## src/rtl/agc_pkg.sv

```systemverilog
// Shared types and constants for the AGC PWM loop: FSM state encoding, widths, step decode.
package agc_pkg;

  localparam int unsigned PWM_W = 7;
  localparam int unsigned PWR_W = 9;

  typedef enum logic [1:0] {
    StIdle  = 2'd0,
    StTrack = 2'd1,
    StFix   = 2'd2
  } agc_state_e;

  // Gain step in threshold LSBs: 1, 2, 4 or 8. One extra bit so loop arithmetic never wraps.
  function automatic logic [PWM_W:0] step_decode(input logic [1:0] sel);
    step_decode = (PWM_W + 1)'(1) << sel;
  endfunction

endpackage

```

## src/rtl/agc_pwm_core.sv

```systemverilog
// PWM generator: free-running 7-bit period counter, compare and period-aligned threshold
// double buffer so a new threshold only takes effect at a period boundary.
module agc_pwm_core
  import agc_pkg::*;
(
  input  logic             clk_i,
  input  logic             rst_ni,
  input  logic [PWM_W-1:0] th_nxt_i,
  input  logic             pwm_ena_i,
  input  logic             pwm_inv_i,
  output logic             pwm_out_o,
  output logic [PWM_W-1:0] th_act_o
);

  logic [PWM_W-1:0] cnt_q, cnt_d;
  logic [PWM_W-1:0] th_act_q, th_act_d;
  logic             pwm_out_q, pwm_out_d;
  logic             wrap;

  assign wrap = pwm_ena_i && (cnt_q == {PWM_W{1'b1}});

  always_comb begin
    cnt_d     = pwm_ena_i ? cnt_q + 1'b1 : '0;
    th_act_d  = wrap ? th_nxt_i : th_act_q;
    pwm_out_d = pwm_ena_i ? ((cnt_q < th_act_q) ^ pwm_inv_i) : pwm_inv_i;
  end

  always_ff @(posedge clk_i or negedge rst_ni) begin
    if (!rst_ni) begin
      cnt_q     <= '0;
      th_act_q  <= '0;
      pwm_out_q <= 1'b0;
    end else begin
      cnt_q     <= cnt_d;
      th_act_q  <= th_act_d;
      pwm_out_q <= pwm_out_d;
    end
  end

  assign pwm_out_o = pwm_out_q;
  assign th_act_o  = th_act_q;

endmodule

```

## src/rtl/agc_pwm_loop.sv

```systemverilog
// AGC loop: steps the PWM threshold from power estimates, tracks lock in an IDLE/TRACK/FIX FSM.
// Optional AGC_FIX_FREEZE_EN: freeze the threshold while locked and widen the unlock window.
module agc_pwm_loop
  import agc_pkg::*;
#(
  parameter logic [PWR_W-1:0] TARGET_DB = 9'd160,
  parameter logic [PWR_W-1:0] HYST_DB   = 9'd4,
  parameter int unsigned      FIX_CNT   = 4
) (
  input  logic             clk,
  input  logic             reset_n,
  input  logic [PWR_W-1:0] pwr_est_dB,
  input  logic             pwr_est_end,
  input  logic             pwm_ena,
  input  logic [1:0]       pwm_step,
  input  logic             pwm_inv,
  input  logic             pwm_th_ena,
  input  logic [PWM_W-1:0] pwm_th_in,
  input  logic [PWM_W-1:0] pwm_max_val,
  output logic             pwm_out,
  output logic [PWM_W-1:0] pwm_th_out,
  output logic [PWR_W-2:0] pwr_est_val,
  output logic             agc_fix
);

  localparam int unsigned InbW = (FIX_CNT < 1) ? 1 : $clog2(FIX_CNT + 1);
  localparam logic [InbW-1:0] InbMax = InbW'(FIX_CNT);

  agc_state_e       state_q;
  logic [InbW-1:0]  inb_q, inb_inc;
  logic             agc_fix_q;
  logic [PWR_W-2:0] pwr_est_val_q;
  logic [PWM_W-1:0] th_nxt_q, th_nxt_d;
  logic [PWM_W-1:0] th_act;

  logic signed [PWR_W:0] err, hyst_s, hyst2_s;
  logic                  err_hi, err_lo, in_band, fix_exit, freeze, loop_upd;

  logic [PWM_W:0] step, th_ext, max_ext, th_inc, th_dec, th_sel;

  // Error in 10-bit signed so the full 9-bit unsigned estimate range is representable.
  assign err     = $signed({1'b0, pwr_est_dB}) - $signed({1'b0, TARGET_DB});
  assign hyst_s  = $signed({1'b0, HYST_DB});
  assign hyst2_s = hyst_s + hyst_s;
  assign err_hi  = err > hyst_s;
  assign err_lo  = err < -hyst_s;
  assign in_band = !err_hi && !err_lo;

`ifdef AGC_FIX_FREEZE_EN
  assign freeze   = (state_q == StFix);
  assign fix_exit = (err > hyst2_s) || (err < -hyst2_s);
`else
  assign freeze   = 1'b0;
  assign fix_exit = !in_band;
`endif

  assign loop_upd = pwm_ena && pwr_est_end && !freeze &&
                    ((state_q == StTrack) || (state_q == StFix));

  assign step    = step_decode(pwm_step);
  assign th_ext  = {1'b0, th_nxt_q};
  assign max_ext = {1'b0, pwm_max_val};
  assign th_inc  = th_ext + step;
  assign th_dec  = (th_ext > step) ? th_ext - step : '0;

  // Manual override wins over the loop; the final clamp also catches a lowered pwm_max_val.
  always_comb begin
    th_sel = th_ext;
    if (pwm_th_ena) begin
      th_sel = {1'b0, pwm_th_in};
    end else if (loop_upd) begin
      if (err_hi) begin
        th_sel = th_dec;
      end else if (err_lo) begin
        th_sel = th_inc;
      end
    end
    th_nxt_d = (th_sel > max_ext) ? pwm_max_val : th_sel[PWM_W-1:0];
  end

  always_ff @(posedge clk or negedge reset_n) begin
    if (!reset_n) begin
      th_nxt_q      <= '0;
      pwr_est_val_q <= '0;
    end else begin
      th_nxt_q <= th_nxt_d;
      if (pwr_est_end) begin
        pwr_est_val_q <= pwr_est_dB[PWR_W-1:1];
      end
    end
  end

  assign inb_inc = (inb_q == InbMax) ? InbMax : inb_q + 1'b1;

  always_ff @(posedge clk or negedge reset_n) begin
    if (!reset_n) begin
      state_q   <= StIdle;
      inb_q     <= '0;
      agc_fix_q <= 1'b0;
    end else if (!pwm_ena) begin
      state_q   <= StIdle;
      inb_q     <= '0;
      agc_fix_q <= 1'b0;
    end else begin
      case (state_q)
        StIdle: begin
          state_q   <= StTrack;
          inb_q     <= '0;
          agc_fix_q <= 1'b0;
        end
        StTrack: begin
          agc_fix_q <= 1'b0;
          if (pwr_est_end) begin
            if (in_band) begin
              inb_q <= inb_inc;
              if (inb_inc == InbMax) begin
                state_q   <= StFix;
                agc_fix_q <= !pwm_th_ena;
              end
            end else begin
              inb_q <= '0;
            end
          end
        end
        StFix: begin
          agc_fix_q <= !pwm_th_ena;
          if (pwr_est_end) begin
            inb_q <= in_band ? inb_inc : '0;
            if (fix_exit) begin
              state_q   <= StTrack;
              agc_fix_q <= 1'b0;
            end
          end
        end
        default: begin
          state_q   <= StIdle;
          inb_q     <= '0;
          agc_fix_q <= 1'b0;
        end
      endcase
    end
  end

  agc_pwm_core u_core (
    .clk_i     (clk),
    .rst_ni    (reset_n),
    .th_nxt_i  (th_nxt_q),
    .pwm_ena_i (pwm_ena),
    .pwm_inv_i (pwm_inv),
    .pwm_out_o (pwm_out),
    .th_act_o  (th_act)
  );

  assign pwm_th_out  = th_act;
  assign pwr_est_val = pwr_est_val_q;
  assign agc_fix     = agc_fix_q;

endmodule

```

## config.mk

```make
export PLATFORM = sky130hd
export DESIGN_NAME = agc_pwm_loop
export DESIGN_NICKNAME = d
export VERILOG_FILES = /design/src/rtl/agc_pkg.sv /design/src/rtl/agc_pwm_core.sv /design/src/rtl/agc_pwm_loop.sv
export SDC_FILE = /design/constraint.sdc
export NUM_CORES = 1
export LEC_CHECK = 0
export CELL_PAD_IN_SITES_DETAIL_PLACEMENT = 1
export CELL_PAD_IN_SITES_GLOBAL_PLACEMENT = 1
export CORE_MARGIN = 8
export CORE_UTILIZATION = 41
export DETAILED_ROUTE_END_ITERATION = 8
export PLACE_DENSITY_LB_ADDON = 0.15
export RECOVER_POWER = 50
export SETUP_SLACK_MARGIN = 0.4
export SLEW_MARGIN = 20
export SYNTH_ARGS = -nofsm -noshare
export SYNTH_HDL_FRONTEND = slang
export SYNTH_SLANG_ARGS = --single-unit
```

## constraint.sdc

```tcl
create_clock -name clk -period 5 [get_ports clk]
set_input_delay 0.5 -clock clk [delete_from_list [all_inputs] [get_ports clk]]
set_output_delay 0.5 -clock clk [all_outputs]
set_load 0.03 [all_outputs]
```

# After elaboration in Yosys (flattened, before gate mapping)

Index checks and enable logic that the tools add are counted.

Flip-flop bits (word level): 36
Bits of input ports: 31
Output and inout port bits: 17

Add/sub/neg operators: 5
Order comparisons: 5
Equality and inequality tests: 11
Shifts and indexed selects: 1
Multiplexer cells: 27
Bitwise gates (word level): 1
Reduce and logical (&&, ||, !) cells: 11

Operator list:

| cell                 | number |
|---|---|
| $mux 8               | 5 |
| $mux 3               | 5 |
| $ne 3x3->1 const B   | 5 |
| $mux 7               | 2 |
| $mux 2               | 6 |
| $gt 10x4->1 const B  | 1 |
| $lt 10x3->1 const B  | 1 |
| $sub 9x8->10 const B | 1 |
| $add 7x8->8          | 1 |
| $gt 7x8->1           | 1 |
| $gt 8x7->1           | 1 |
| $shl 1x2->8 const A  | 1 |
| $sub 7x8->8          | 1 |
| $add 7x1->7 const B  | 1 |
| $eq 7x7->1 const B   | 1 |
| $lt 7x7->1           | 1 |
| $mux 1               | 7 |
| $eq 3x3->1 const B   | 2 |
| $pmux 2 s3           | 1 |
| $reduce_and 5->1     | 1 |
| $logic_and 1x1->1    | 4 |
| $add 3x1->3 const B  | 1 |
| $logic_not 1->1      | 3 |
| $ne 3x2->1 const B   | 1 |
| 7 further kinds      | 7 |

# Logic depth before layout (Yosys ltp)

Depth in word-level cells: 8
Mapped depth: 17
Depth with buffers taken out: 17

# By module

A second synthesis with hierarchy kept.

Cell total of the unflattened synthesis: 314
Area, all modules: 2972.9 um2

By module, submodules not included:

| module       | times used | cells each | area an instance (um2) |
|---|---|---|---|
| agc_pwm_loop | 1          | 249        | 2168.3 |
| agc_pwm_core | 1          | 65         | 804.5 |

# Worst setup path after synthesis

OpenSTA, ideal clock, no wires.

Path type: input port to flip-flop
Start point: in pwm_step[0]
End point: reg th_nxt_q[1]
Arrival: 3.656 ns
Data required time: 4.873 ns
Path slack: 1.217 ns
Stages: 16
Path through: nand2b_1 > ha_1 > buf_6 > nor2_4 > a211oi_1 > or2_4 > or4_1 > a211o_1 > a32oi_2 > ha_1 > o21a_1 > o22ai_1 > a31oi_1 > a41oi_1 > o31ai_4 > mux2_1

Longest elaborated chain between the ends: 8
Elaborated cells on any way between the ends: 11
Classes of those cells: add/sub: 2; order compare: 2; shift: 1; mux: 6

RTL lines:

| what                                | line                                   | RTL |
|---|---|---|
| start: declaration                  | agc_pwm_loop.sv:15                     | `input logic [1:0] pwm_step,` |
| $shl 1x2->8 (*)                     | agc_pkg.sv:15                          | `step_decode = (PWM_W + 1)'(1) << sel;` |
| $add 7x8->8 (tied with other cells) | agc_pwm_loop.sv:63                     | `assign th_inc = th_ext + step;` |
| $mux 8, on equally long branches    | agc_pwm_loop.sv:74, agc_pwm_loop.sv:64 |  |
| $mux 8 (*)                          | agc_pwm_loop.sv:72                     | `if (err_hi) begin` |
| $mux 8 (*)                          | agc_pwm_loop.sv:71                     | `end else if (loop_upd) begin` |
| $mux 8 (*)                          | agc_pwm_loop.sv:69                     | `if (pwm_th_ena) begin` |
| $gt 8x7->1                          | agc_pwm_loop.sv:78                     | `th_nxt_d = (th_sel > max_ext) ? pwm_max_val : th_sel[PWM_W-1:0];` |
| $mux 7 (*)                          | agc_pwm_loop.sv:78                     |  |
| net th_nxt_d[1]                     | agc_pwm_loop.sv:33                     | `logic [PWM_W-1:0] th_nxt_q, th_nxt_d;` |
| end signal: assignment              | agc_pwm_loop.sv:86                     | `th_nxt_q <= th_nxt_d;` |
| end: declaration                    | agc_pwm_loop.sv:33                     |  |

The timed path passes the listed nets; every way through them passes the cells marked *.
A chain may end at the register's enable or synchronous reset.

# Final worst setup path

Start point: in pwr_est_dB[6]
End point: reg th_nxt_q[1]

Longest elaborated chain between the ends: 8
Elaborated cells on any way between the ends: 9
Classes of those cells: add/sub: 1; order compare: 3; mux: 5

RTL lines:

| what               | line               | RTL |
|---|---|---|
| start: declaration | agc_pwm_loop.sv:12 | `input logic [PWR_W-1:0] pwr_est_dB,` |
| $sub 9x8->10 (*)   | agc_pwm_loop.sv:42 | `assign err = $signed({1'b0, pwr_est_dB}) - $signed({1'b0, TARGET_DB});` |
| $lt 10x3->1        | agc_pwm_loop.sv:46 | `assign err_lo = err < -hyst_s;` |
| $mux 8             | agc_pwm_loop.sv:74 | `end else if (err_lo) begin` |
| $mux 8 (*)         | agc_pwm_loop.sv:72 |  |
| $mux 8 (*)         | agc_pwm_loop.sv:71 |  |
| $mux 8 (*)         | agc_pwm_loop.sv:69 |  |
| $gt 8x7->1         | agc_pwm_loop.sv:78 |  |
| $mux 7 (*)         | agc_pwm_loop.sv:78 |  |
| net th_nxt_d[1]    | agc_pwm_loop.sv:33 |  |

Marks and branches as above.

==> impl_metrics.csv <==
group,metric,value,unit
status,status,"finished, violations left",
status,violations,"max-capacitance violations, max-slew violations",
synth,synth.avg_cell_area,9.39,um^2
setup_path,crit-reg2reg-launch,"state_q[0]$_DFFE_PN0P_",
route,drt_iter0_markers,97,
setup_path,regToRegSetupSlack,800,ps
synth,synth-seq-cells,36,
synth,syn-cell-area,2870,um^2
power,vdd_drop_max,0.131,mV
sta,fin_crit_sh,0.874,
setup_path,crit_type,"in2reg",
global_routing,grtUsageTotal,0.160,
finish,final_cell_mix,"clkdlybuf4s50_1 (44), dfrtp_1 (36), inv_1 (30)",
global_routing,grt_pass1_vias,2682,
route,ant_nets,0,
hold_path,worstHoldEndpoint,"u_core.cnt_q[0]$_DFF_PN0_",
floorplan,start_util,0.422,
floorplan,chipHeight,99.6,um
sta,min_period,4370,ps
route,vias_per_cell,5.25,
clocking,cts_tree,"yes",
floorplan,fp.dieArea,9920,um^2
synth,async_reset_ff_frac,1.00,
global_routing,grt_pass1_wl,12900,um
setup_path,path_cells,"clkdlybuf4s50_1, inv_1, ha_1, and2b_4, a2bb2oi_2, a21oi_2, or3_4, or3_1, a32oi_2, ha_1, a2111oi_1, a31oi_1, a41oi_2, o31ai_4, mux2_1",
clocking,h-tree-depth,2,
synth,synth_cells,305,
setup_path,critPathMostFrequentCell,"ha_1",
finish,fill_cells,807,
global_routing,grt_use_met3,0.0328,
setup_path,cp-start-kind,"primary input",
sta,worst_pin_slew,2000,ps
finish,area_delta_synth_final,23.1,%
sta,clock_skew,6.33,ps
hold_path,hold_path.class,"reg2reg",
sta,holdWs,492,ps
place,hpwlAfterDp,5930,um
clocking,cts_root_buf,"clkbuf_8",
global_routing,antenna_found_initial,0,
route,drtPass1Iterations,4,
power,p_leak,0.00157,uW
floorplan,num_rows,30,
synth,yosysWarningCount,0,
clocking,cts.path.max_buffers,2,
sta,tns,0,ps
global_routing,use_met1,0.205,
power,p_per_area,314,nW/um^2
finish,antenna_cells,0,
clocking,post-cts-setup-buffers,0,
setup_path,crit_required,5160,ps
sta,slew_violations,37,
setup_path,critPathMaxStageDelay,530,ps
clocking,numCtsBuffers,5,
global_routing,grt_use_met2,0.266,
flow_run,maxCapViolCount,1,
setup_path,slowest_stage,"clkdlybuf4s50_1",
global_routing,grt_max_degree,37,
finish,final_common_cell,"clkdlybuf4s50_1",
global_routing,busiest_layer,"met2",
clocking,clkSlewWorstSetupHoldPaths,80,ps
floorplan,coreArea,6790,um^2
synth,synth_flop_cell,"dfrtp_1",
sta,rsz0062_at_grt,"no",
synth,ys_seq_area_frac,0.314,
place,routabilityCongestion,0.816,
route,drc,0,
finish,drive_above_1_share,0.121,
floorplan,die_w,99.6,um
global_routing,grt-ovfl-total,0,
route,drt_wl_total,7440,um
clocking,postCtsHoldBufs,0,
finish,layout.nets,416,
synth,synth_edf_count,0,
floorplan,io_pins,48,
place,numPortBuffers,47,
hold_path,hold_path.startpoint,"u_core.cnt_q[0]$_DFF_PN0_",
clocking,clock_sinks,36,
clocking,clock_latency,290,ps
route,wl_per_cell,16.5,um
setup_path,arrival,4530,ps
sta,finalHoldViolCount,0,
route,vias,2366,
setup_path,rr_worst_depth,13,
setup_path,cp_max_fo,11,
sta,slew-limit-headroom,-0.333,
setup_path,crit_path_end_kind,"flop",
sta,max_freq,229,MHz
setup_path,regToRegEndpoint,"th_nxt_q[1]$_DFF_PN0_",
sta,finalSetupViolations,0,
synth,synthDistinctLibCells,62,
synth,syn-num-nets,367,
hold_path,whs_path_depth,1,
-- final cells by class --
cell class,instances,area (um^2),area share
Timing Repair Buffer,52,497,0.141
Clock buffer,5,68.8,0.0195
Multi-Input combinational cell,228,1810,0.512
Tap cell,96,120,0.0340
Clock inverter,3,18.8,0.00532
Inverter,31,116,0.0330
Sequential cell,36,901,0.255
-- synth_stat cells (2+ instances only) --
cell,n,area share
buf_6,2,0.0079
nor2_1,12,0.016
nor2b_1,3,0.0066
nor2_4,2,0.0079
o31ai_1,2,0.0052
mux2_1,5,0.020
o21ai_0,16,0.028
a21o_1,4,0.010
and4bb_1,2,0.0087
a31oi_1,5,0.011
ha_1,29,0.13
nand2_1,22,0.029
fa_1,2,0.014
mux2i_1,2,0.0070
and2_1,6,0.013
a32oi_2,2,0.011
nand3_1,12,0.021
mux2_2,13,0.051
xor2_1,3,0.0092
nand4_1,4,0.0087
or3_1,4,0.0087
nand2b_1,11,0.024
inv_1,30,0.039
nor3_1,3,0.0052
buf_4,2,0.0052
o21a_1,2,0.0052
a2111oi_0,3,0.0092
a21oi_1,20,0.035
a211oi_1,2,0.0052
clkbuf_1,5,0.0066
dfrtp_1,36,0.31
nor4_1,2,0.0044
xnor2_1,6,0.018
o21bai_1,2,0.0052
o22ai_1,2,0.0044
-- power by group --
| part | internal [uW] | switching [uW] | total (uW) | leakage [uW] |
|---|---|---|---|---|
| clock network | 97.3 | 116 | 214 | 0.0000479 |
| registers | 328 | 59.4 | 388 | 0.000430 |
| logic | 232 | 276 | 508 | 0.00109 |
-- stage by stage --
stage | worst slack, ps | power, uW | utilization | area (um^2) | std cells
6_report | 631 | 1110 | 0.519 | 3530 | 451
5_1_grt | 408 | 1190 | 0.519 | 3530 | 451
4_1_cts | 415 | 1120 | 0.518 | 3520 | 451
3_5_place_dp | 77.8 | 898 | 0.504 | 3430 | 443
3_3_place_gp | 302 | 885 | 0.504 | 3430 | 443
2_1_floorplan | 1220 | 739 | - | 2870 | 305
-- worst max path at each step --
stage | startpoint | end | slack [ps]
3_3_place_gp | pwr_est_dB[5] | th_nxt_q[4]$_DFF_PN0_ | 300
3_5_place_dp | pwr_est_dB[5] | th_nxt_q[1]$_DFF_PN0_ | 80
6_report | pwr_est_dB[6] | th_nxt_q[1]$_DFF_PN0_ | 630
4_1_cts | pwr_est_dB[5] | th_nxt_q[1]$_DFF_PN0_ | 410
2_1_floorplan | pwm_step[0] | th_nxt_q[1]$_DFF_PN0_ | 1220
5_1_grt | pwr_est_dB[6] | th_nxt_q[1]$_DFF_PN0_ | 410
-- worst max-delay path: cells and delay by family --
family	cells	cell delay, ps
AO/OA/AOI/OAI	7	1450
adder cells (fa/ha/maj)	2	540
buffers and inverters	2	590
multiplexers	1	360
AND/OR/NAND/NOR	3	1090
-- layer usage --
| metal | share of wire | routed length, um |
|---|---|---|
| met2 | 0.47 | 3520 |
| met4 | 0.0091 | 68 |
| met1 | 0.48 | 3560 |
| met5 | 0 | 0 |
| met3 | 0.040 | 294 |
-- timing repair --
action / 4_1_cts / 5_1_grt
gates resized for setup: 1 / 5
pin swaps: 0 / 0
gates cloned: 0 / 0
setup endpoints to repair: 4 / 7
-- state kept, by name, indices dropped and copies added, names as in the netlist --
name              flops
u_core.th_act_o       7
u_core.pwm_out_o      1
th_nxt_q              7
state_q               2
u_core.cnt_q          7
inb_q                 3
agc_fix               1
pwr_est_val           8
-- kinds of logic (layout without fill, tap and decap cells) --
family	Yosys count	in the layout	share of synthesized area
AOI/OAI and AO/OA	75	75	0.189
xor gates and xnor gates	9	9	0.0275
adders and majority gates	31	31	0.141
buffers and inverters	41	91	0.0620
DFF	36	36	0.314
muxes	20	20	0.0777
and+or+nand+nor	93	93	0.189
(Power assumes the default switching activity.)
